<file path="src/rtl/life_stepper.sv">
// life_stepper: Game-of-Life generation engine feeding the logic side of a double buffer.
// Define GOL_TORUS_EN for a toroidal grid; otherwise every cell beyond the edges is dead.
module life_stepper #(
   parameter int COLS_WORDS   = 20,
   parameter int ROWS         = 480,
   parameter int READ_LAT     = 2,
   parameter int WORD_SIZE    = 32,
   parameter int LOG_MAX_ADDR = $clog2(ROWS * COLS_WORDS)
) (
   input  logic                    clk_in,
   input  logic                    rst_in,
   input  logic                    start_in,
   input  logic                    ready_in,
   output logic [LOG_MAX_ADDR-1:0] logic_addr_r,
   input  logic [WORD_SIZE-1:0]    logic_data_r,
   output logic [LOG_MAX_ADDR-1:0] logic_addr_w,
   output logic [WORD_SIZE-1:0]    logic_data_w,
   output logic                    logic_wr_en,
   output logic                    swap_out,
   output logic                    busy_out,
   output logic                    done_out,
   output logic [15:0]             gen_count_out,
   output logic [2:0]              dbg_state_out
);

   localparam int AW = LOG_MAX_ADDR;
   localparam int KW = $clog2(COLS_WORDS + 1);
   localparam int YW = (ROWS > 1) ? $clog2(ROWS) : 1;
`ifdef GOL_TORUS_EN
   localparam logic TORUS = 1'b1;
`else
   localparam logic TORUS = 1'b0;
`endif

   typedef enum logic [2:0] {
      S_IDLE  = 3'd0,
      S_ISSUE = 3'd1,
      S_WAIT  = 3'd2,
      S_SHIFT = 3'd3,
      S_WRITE = 3'd4,
      S_SWAP  = 3'd5
   } state_t;

   state_t r_state;
   state_t w_next_state;

   logic [KW-1:0]               r_k;
   logic [YW-1:0]               r_y;
   logic [AW-1:0]               r_row_base;
   logic [1:0]                  r_slot;
   logic                        r_prime;
   logic [2:0][WORD_SIZE-1:0]   r_left;
   logic [2:0][WORD_SIZE-1:0]   r_centre;
   logic [2:0][WORD_SIZE-1:0]   r_right;
   logic [2:0][WORD_SIZE-1:0]   r_fetch;
   logic [READ_LAT:0]           r_pipe_act;
   logic [READ_LAT:0]           r_pipe_real;
   logic [READ_LAT:0][1:0]      r_pipe_slot;

   logic [AW-1:0]               r_addr_r;
   logic [AW-1:0]               r_addr_w;
   logic [WORD_SIZE-1:0]        r_data_w;
   logic                        r_wr_en;
   logic                        r_swap;
   logic                        r_done;
   logic                        r_busy;
   logic [15:0]                 r_gen;

   logic                        w_accept;
   logic                        w_last_col;
   logic                        w_last_row;
   logic                        w_pipe_pend;
   logic                        w_rd_valid;
   logic [KW-1:0]               w_col;
   logic [AW-1:0]               w_rd_row;
   logic [AW-1:0]               w_rd_addr;
   logic [2:0][WORD_SIZE+1:0]   w_ext;
   logic [3:0]                  w_cnt;
   logic [WORD_SIZE-1:0]        w_next_word;

   assign w_accept    = (r_state == S_IDLE) && start_in && ready_in;
   assign w_last_col  = (r_k == KW'(COLS_WORDS));
   assign w_last_row  = (r_y == YW'(ROWS - 1));
   assign w_pipe_pend = |r_pipe_act[READ_LAT-1:0];

   assign logic_addr_r  = r_addr_r;
   assign logic_addr_w  = r_addr_w;
   assign logic_data_w  = r_data_w;
   assign logic_wr_en   = r_wr_en;
   assign swap_out      = r_swap;
   assign done_out      = r_done;
   assign busy_out      = r_busy;
   assign gen_count_out = r_gen;
   assign dbg_state_out = r_state;

   // Column to fetch for the current ISSUE burst.
   always_comb begin
      w_col = r_k;
`ifdef GOL_TORUS_EN
      if (r_prime) begin
         w_col = KW'(COLS_WORDS - 1);
      end else if (w_last_col) begin
         w_col = '0;
      end
`endif
   end

   // Row base for slot 0/1/2 = rows y-1, y, y+1; off-grid slots are marked invalid.
   always_comb begin
      w_rd_valid = 1'b1;
      w_rd_row   = r_row_base;
      case (r_slot)
         2'd0: begin
            if (r_y == '0) begin
`ifdef GOL_TORUS_EN
               w_rd_row = AW'((ROWS - 1) * COLS_WORDS);
`else
               w_rd_valid = 1'b0;
`endif
            end else begin
               w_rd_row = r_row_base - AW'(COLS_WORDS);
            end
         end
         2'd2: begin
            if (w_last_row) begin
`ifdef GOL_TORUS_EN
               w_rd_row = '0;
`else
               w_rd_valid = 1'b0;
`endif
            end else begin
               w_rd_row = r_row_base + AW'(COLS_WORDS);
            end
         end
         default: w_rd_row = r_row_base;
      endcase
`ifndef GOL_TORUS_EN
      if (w_last_col) begin
         w_rd_valid = 1'b0;
      end
`endif
      w_rd_addr = w_rd_row + AW'(w_col);
   end

   // Each window row is widened by one neighbour bit on each side from the adjacent columns.
   always_comb begin
      w_ext       = '0;
      w_cnt       = '0;
      w_next_word = '0;
      for (int r = 0; r < 3; r++) begin
         w_ext[r] = {r_right[r][0], r_centre[r], r_left[r][WORD_SIZE-1]};
      end
      for (int b = 0; b < WORD_SIZE; b++) begin
         w_cnt = 4'(w_ext[0][b]) + 4'(w_ext[0][b+1]) + 4'(w_ext[0][b+2])
               + 4'(w_ext[1][b]) + 4'(w_ext[1][b+2])
               + 4'(w_ext[2][b]) + 4'(w_ext[2][b+1]) + 4'(w_ext[2][b+2]);
         w_next_word[b] = (w_cnt == 4'd3) || (r_centre[1][b] && (w_cnt == 4'd2));
      end
   end

   always_comb begin
      w_next_state = r_state;
      case (r_state)
         S_IDLE:  if (w_accept) w_next_state = S_ISSUE;
         S_ISSUE: if (r_slot == 2'd2) w_next_state = S_WAIT;
         S_WAIT:  if (!w_pipe_pend) w_next_state = S_SHIFT;
         S_SHIFT: w_next_state = (!r_prime && (r_k != '0)) ? S_WRITE : S_ISSUE;
         S_WRITE: w_next_state = (w_last_col && w_last_row) ? S_SWAP : S_ISSUE;
         S_SWAP:  w_next_state = S_IDLE;
         default: w_next_state = S_IDLE;
      endcase
   end

   always_ff @(posedge clk_in or posedge rst_in) begin
      if (rst_in) begin
         r_state <= S_IDLE;
      end else begin
         r_state <= w_next_state;
      end
   end

   always_ff @(posedge clk_in or posedge rst_in) begin
      if (rst_in) begin
         r_k         <= '0;
         r_y         <= '0;
         r_row_base  <= '0;
         r_slot      <= '0;
         r_prime     <= 1'b0;
         r_left      <= '0;
         r_centre    <= '0;
         r_right     <= '0;
         r_fetch     <= '0;
         r_pipe_act  <= '0;
         r_pipe_real <= '0;
         r_pipe_slot <= '0;
         r_addr_r    <= '0;
         r_addr_w    <= '0;
         r_data_w    <= '0;
         r_wr_en     <= 1'b0;
         r_swap      <= 1'b0;
         r_done      <= 1'b0;
         r_busy      <= 1'b0;
         r_gen       <= '0;
      end else begin
         r_wr_en <= 1'b0;
         r_swap  <= 1'b0;
         r_done  <= 1'b0;
         // Tags follow each issued read so its word lands in the right slot READ_LAT cycles later.
         r_pipe_act  <= {r_pipe_act[READ_LAT-1:0], (r_state == S_ISSUE)};
         r_pipe_real <= {r_pipe_real[READ_LAT-1:0], w_rd_valid};
         r_pipe_slot <= {r_pipe_slot[READ_LAT-1:0], r_slot};
         if (r_pipe_act[READ_LAT]) begin
            r_fetch[r_pipe_slot[READ_LAT]] <= r_pipe_real[READ_LAT] ? logic_data_r : '0;
         end
         case (r_state)
            S_IDLE: begin
               if (w_accept) begin
                  r_busy     <= 1'b1;
                  r_y        <= '0;
                  r_row_base <= '0;
                  r_k        <= '0;
                  r_slot     <= '0;
                  r_prime    <= TORUS;
                  r_left     <= '0;
                  r_centre   <= '0;
                  r_right    <= '0;
               end
            end
            S_ISSUE: begin
               if (w_rd_valid) begin
                  r_addr_r <= w_rd_addr;
               end
               r_slot <= (r_slot == 2'd2) ? 2'd0 : r_slot + 2'd1;
            end
            S_SHIFT: begin
               r_left   <= r_centre;
               r_centre <= r_right;
               r_right  <= r_fetch;
               if (r_prime) begin
                  r_prime <= 1'b0;
               end else if (r_k == '0) begin
                  r_k <= KW'(1);
               end
            end
            S_WRITE: begin
               r_wr_en  <= 1'b1;
               r_addr_w <= r_row_base + AW'(r_k) - AW'(1);
               r_data_w <= w_next_word;
               if (!w_last_col) begin
                  r_k <= r_k + KW'(1);
               end else if (!w_last_row) begin
                  r_y        <= r_y + YW'(1);
                  r_row_base <= r_row_base + AW'(COLS_WORDS);
                  r_k        <= '0;
                  r_prime    <= TORUS;
                  r_left     <= '0;
                  r_centre   <= '0;
                  r_right    <= '0;
               end
            end
            S_SWAP: begin
               r_swap <= 1'b1;
               r_done <= 1'b1;
               r_busy <= 1'b0;
               r_gen  <= r_gen + 16'd1;
            end
            default: ;
         endcase
      end
   end

endmodule

</file>
<file path="config.mk">
export PLATFORM = sky130hd
export DESIGN_NAME = life_stepper
export DESIGN_NICKNAME = d
export VERILOG_FILES = /design/src/rtl/life_stepper.sv
export SDC_FILE = /design/constraint.sdc
export NUM_CORES = 1
export LEC_CHECK = 0
export BUFFER_PORTS_ARGS = -buffer_cell sky130_fd_sc_hd__buf_2
export CAP_MARGIN = 20
export CORE_MARGIN = 8
export CORE_UTILIZATION = 41
export DETAILED_ROUTE_END_ITERATION = 12
export PLACE_DENSITY = 0.67
export SLEW_MARGIN = 30
export SYNTH_ARGS = -nofsm -noshare
export SYNTH_HDL_FRONTEND = slang
export SYNTH_SLANG_ARGS = --single-unit
</file>
<file path="constraint.sdc">
create_clock -name clk_in -period 34.7 [get_ports clk_in]
set_input_delay 3.47 -clock clk_in [delete_from_list [all_inputs] [get_ports clk_in]]
set_output_delay 3.47 -clock clk_in [all_outputs]
set_load 0.005 [all_outputs]
</file>
# --- Word level (Yosys, flattened, before mapping) ---
# Index checks and enable logic that the tools add are counted.
# Widths: inputs -> output; s select.
totals:
  ram_bits: 0
  mem_count: 0
  inputBits: 36
  latchBits: 0
  reg_bits: 509
  mem_bits_ro: 0
  out_inout_bits: 83
  elab_cells: 480
op_classes:
  shifts: 0
  magnitude_cmp: 2
  n_reduce_logical: 88
  n_eq_ne: 80
  mul: 0
  add_sub_neg: 233
  div_mod_pow: 0
  muxes: 47
  bitwise_logic: 0
op_table:
  columns: ["cell", "count"]
  rows:
  - ["$pmux 96 s3", 3]
  - ["$add 4x1->4", 128]
  - ["$mux 96", 3]
  - ["$eq 4x2->1 const B", 64]
  - ["$add 3x1->4", 32]
  - ["$add 2x1->3", 32]
  - ["$bwmux 96", 1]
  - ["$add 1x1->2", 32]
  - ["$demux 32 s2", 1]
  - ["$mux 32", 2]
  - ["$mux 14", 4]
  - ["$pmux 14 s2", 2]
  - ["$logic_and 1x1->1", 37]
  - ["$logic_or 1x1->1", 32]
  - ["$add 14x5->14", 2]
  - ["$mux 9", 3]
  - ["$mux 5", 5]
  - ["$pmux 9 s2", 1]
  - ["$add 16x1->16 const B", 1]
  - ["$mux 3", 5]
  - ["$pmux 3 s5", 1]
  - ["$pmux 5 s3", 1]
  - ["$add 14x5->14 const B", 1]
  - ["$ne 2x2->1 const B", 7]
  - ["32 further kinds", 50]

# --- Depth between registers and ports, before layout ---
logic_depth:
  ltp_word: 10
  depth_mapped: 17
  depth_no_buf: 17

# --- Worst setup path after synthesis ---
# No wires, ideal clock.
synth_timing:
  path_type: "input -> register"
  from: "input port ready_in"
  to: "register r_y[7]"
  slack_ns: 29.935
  cell_stages: 8
  t_required_ns: 34.553
  setup_ns: 0.147
  arrival_time_ns: 4.618
  n_path_buf: 0
  path_cell_list: "nand3b_1 > o21ai_1 > nand2_1 > a21oi_2 > nand4_1 > nor3_1 > xnor2_1 > nor2_1"
synth_between:
  elab_chain_cells: 3
synth_lines:
  columns: ["item", "line_no", "source"]
  rows:
  - ["start: declaration", "13", "input logic ready_in,"]
  - ["$logic_and 1x1->1", "81", "assign w_accept = (r_state == S_IDLE) && start_in && ready_in;"]
  - ["$ne 2x2->1 (no line)", null, null]
  - ["$reduce_and 4->1 (no line)", null, null]
  - ["end signal: assignment", "252", "r_y <= r_y + YW'(1);"]
  - ["end: declaration", "48", "logic [YW-1:0] r_y;"]
# No other way between the ends.
# A chain may end at the register's enable or synchronous reset.

# --- Final worst setup path ---
layout_timing:
  from: "input port ready_in"
  to: "register r_y[2]"
# The elaborated chain is that of the path after synthesis.

==> impl_metrics.tcl <==
set metrics [dict create \
    syn_inst 2313 \
    timing.fmax_mhz 190.5 \
    dp_hpwl_um 34710 \
    worst_ep_required_time_ns 35.15 \
    cts_tree "yes" \
    dieArea_mm2 0.06293 \
    fin_setup_tns_ns 0 \
    clk_pin_slew_worst_paths_ns 0.06 \
    yosys.area.top_type "dfrtp_1" \
    syn_nets 2616 \
    p_clk_frac 0.218 \
    worstSetupStartpointType "input port" \
    antenna_found_initial 0 \
    gr-usage-all-layers 0.1664 \
    num-fill-cells 5023 \
    worstSetupEndpointType "flop" \
    numCtsBuffers 45 \
    top_layer_used "met4" \
    tightestPinTransition_ns 0.9842 \
    grt_overflow 0 \
    post_cts_buffers 0 \
    synth_top_area_frac 0.4570 \
    cp_max_fo 70 \
    ys_async_sr_fraction 1.000 \
    drc 0 \
    outcome "completed" \
    slew_headroom 0.3438 \
    viasPerCell 5.242 \
    drtIter0Drc 1263 \
    dr.pass1.iters 6 \
    via_count 16350 \
    p_int_mw 1.382 \
    synth_seq_cells 413 \
    drv_cap 0 \
    dr_wl_met3_um 2339 \
    arrival_ns 5.70 \
    routed_wl_um 52000 \
    io_buffers 118 \
    power_frac_seq 0.339 \
    h-tree-depth 2 \
    die_h_um 250.9 \
    swShare 0.4152 \
    ys_types 74 \
    hold_viol 0 \
    worstSetupStartpoint "ready_in" \
    r2r_start "r_y[3]$_DFFE_PP0P_" \
    skew_ns 0.05017 \
    first_global_vias 16900 \
    combinationalPowerShare 0.443 \
    ys_warn_count 0 \
    crit_type "input port to flop" \
    pin_count 119 \
    synth_edf_count 0 \
    finalCriticalPeriod_ns 5.250 \
    cts-root-buf "clkbuf_16" \
    synthTopCellsByCount "551 x nand2_1, 413 x dfrtp_1, 227 x inv_1, 184 x nand3_1, 180 x o21ai_0" \
    yosysSeqAreaShare 0.4570 \
    design_area_mm2 0.02540 \
    net-switching-power_uw 980.9 \
    yosys.cell_count.top_type "nand2_1" \
    wl_per_cell_um 16.67 \
    cts_max_path_buffers 3 \
    cp_slowest_cell "buf_4" \
    drive_gt1_frac 0.1002 \
    die_w_um 250.9 \
    final_cells 3119 \
    place_inst 3039 \
    crit_chain "buf_2 > nand3b_1 > o21ai_1 > nand2_1 > a21oi_4 > buf_4 > nand2_1 > xor2_1 > nor2_1" \
    crit_top_cell "nand2_1" \
    placed_area_mm2 0.02378 \
    ir_worst_vdd_mv 0.05600 \
    drv_slew 0 \
    power_density_mw_per_mm2 93.02 \
    place_congestion 0.8626 \
    antenna_cells 0 \
    ctsResizeCount 0 \
    holdBufCountCts 0 \
    grt_pass1_wl_um 87290 \
    design_power_total_mw 2.363 \
    grt_max_degree 113 \
    synth_ff_type "dfrtp_1" \
    rsz0062_at_grt "no" \
    rrSetupSlack_ns 31.13 \
    syn-mean-instance-area_um2 9.777 \
    rows 86 \
    post-route-period-util 0.1513 \
    nets 2685 \
    syn2layout_area_growth_pct 12.31 \
    critical-path-max-stage-delay_ns 0.76 \
    core_region_area_mm2 0.05477 \
    netlist_area_mm2 0.02261 \
    detail-route-antenna-nets 0 \
    wl_met1_um 23400 \
    met2WireLength_um 24980 \
    hp-class "flop to flop" \
    p_leak_nw 13.12 \
    clock_latency_ns 0.61 \
    initial_core_util 0.4129 \
    clkSinkCount 413 \
    setup_viol 0 \
    yosys-top-cells-area "dfrtp_1 46%, fa_1 11%, nand2_1 9.1%" \
    hold_start "r_pipe_slot[3]$_DFF_PP0_" \
]
## power groups by stage
| stage | Sequential (mW) | Clock [mW] | Combinational (mW) |
|---|---|---|---|
| CTS | 0.802 | 0.527 | 1.07 |
| finish | 0.801 | 0.515 | 1.05 |
| floorplan | 0.769 | 0 | 0.795 |
| detailed placement | 0.807 | 0 | 1.06 |
| global placement | 0.800 | 0 | 0.997 |
| global route | 0.826 | 0.546 | 1.24 |
## worst max-delay path: cells and delay by family
family	cells	cell delay, ns
compound gates	2	0.46
buf+inv	2	0.85
xor+xnor	1	0.17
simple gates	4	0.74
## sequential cells by signal, indices dropped and copies added (netlist names)
signal         cells
busy_out           1
dbg_state_out      3
done_out           1
gen_count_out     16
logic_addr_r      14
logic_addr_w      14
logic_data_w      32
logic_wr_en        1
r_centre          96
r_fetch           96
r_k                5
r_left             3
r_pipe_act         3
r_pipe_real        3
r_pipe_slot        6
r_right           96
r_row_base        12
r_slot             2
r_y                9
## layer usage
layer	global-route usage	vias up
li1	-	7781
met1	0.2244	8129
met2	0.2760	338
met3	0.02809	101
met4	0.04623	0
met5	0	-
## metrics by stage
| stage | utilization | setup slack (ns) | hold slack [ns] |
|---|---|---|---|
| floorplan | - | 19.74 | 0.3312 |
| global route | 0.4637 | 29.30 | 0.3524 |
| global placement | 0.4341 | 28.59 | 0.3333 |
| CTS | 0.4633 | 29.15 | 0.3511 |
| detailed placement | 0.4342 | 28.50 | 0.3373 |
| finish | 0.4637 | 29.45 | 0.3501 |
## worst paths after layout
path,cells past startpoint,to
min in group asynchronous,2,logic_data_w[27]$_DFFE_PP0P_
worst min register to register,0,r_pipe_slot[5]$_DFF_PP0_
worst max register to register,13,logic_addr_r[10]$_DFFE_PP0P_
max in group asynchronous,4,r_y[4]$_DFFE_PP0P_
worst min-delay path,0,r_pipe_slot[5]$_DFF_PP0_
worst max-delay path,9,r_y[2]$_DFFE_PP0P_
## final cells by class
type | count | area [µm²] | share of cell area
inverters | 227 | 859.6 | 0.03385
clock inverters | 21 | 364.1 | 0.01434
flip-flops and latches | 413 | 10330 | 0.4069
well taps | 704 | 880.8 | 0.03468
clock buffers | 59 | 1229 | 0.04838
repair buffers | 134 | 740.7 | 0.02917
multi-input cells | 1561 | 10990 | 0.4327
## layout by cell type (no fill, tap or decap), drive strengths merged, types with 3 or more instances in the layout
master | netlist | routed
ha | 138 | 138
fa | 129 | 129
nor2b | 5 | 5
a21oi | 61 | 61
nand3 | 185 | 185
nand2b | 6 | 6
inv | 227 | 229
nor2 | 51 | 51
o22ai | 4 | 4
a21o | 5 | 5
o21ai | 184 | 184
o21bai | 4 | 4
clkbuf | 82 | 59
buf | 30 | 134
and2 | 4 | 4
clkinv | 0 | 10
o31ai | 67 | 67
nand2 | 551 | 551
xor2 | 15 | 15
a31oi | 7 | 7
dfrtp | 413 | 413
xnor2 | 39 | 39
a311o | 3 | 3
mux2 | 8 | 8
nand3b | 3 | 3
or3 | 4 | 4
a211oi | 4 | 4
bufinv | 0 | 7
o2111ai | 33 | 33
nand4 | 8 | 8
nor3 | 9 | 9
## kinds of logic (layout without fill, tap and decap cells)
logic type / Yosys count / in the layout / share of synthesized area
xor+xnor: 54 / 54 / 0.02208
buf+inv: 339 / 441 / 0.05892
fa+ha+maj: 267 / 267 / 0.1906
simple gates: 842 / 842 / 0.1598
flops: 413 / 413 / 0.4570
compound gates: 389 / 389 / 0.1069
mux: 9 / 9 / 0.004758
No activity file was read; power rests on OpenSTA's default activity.
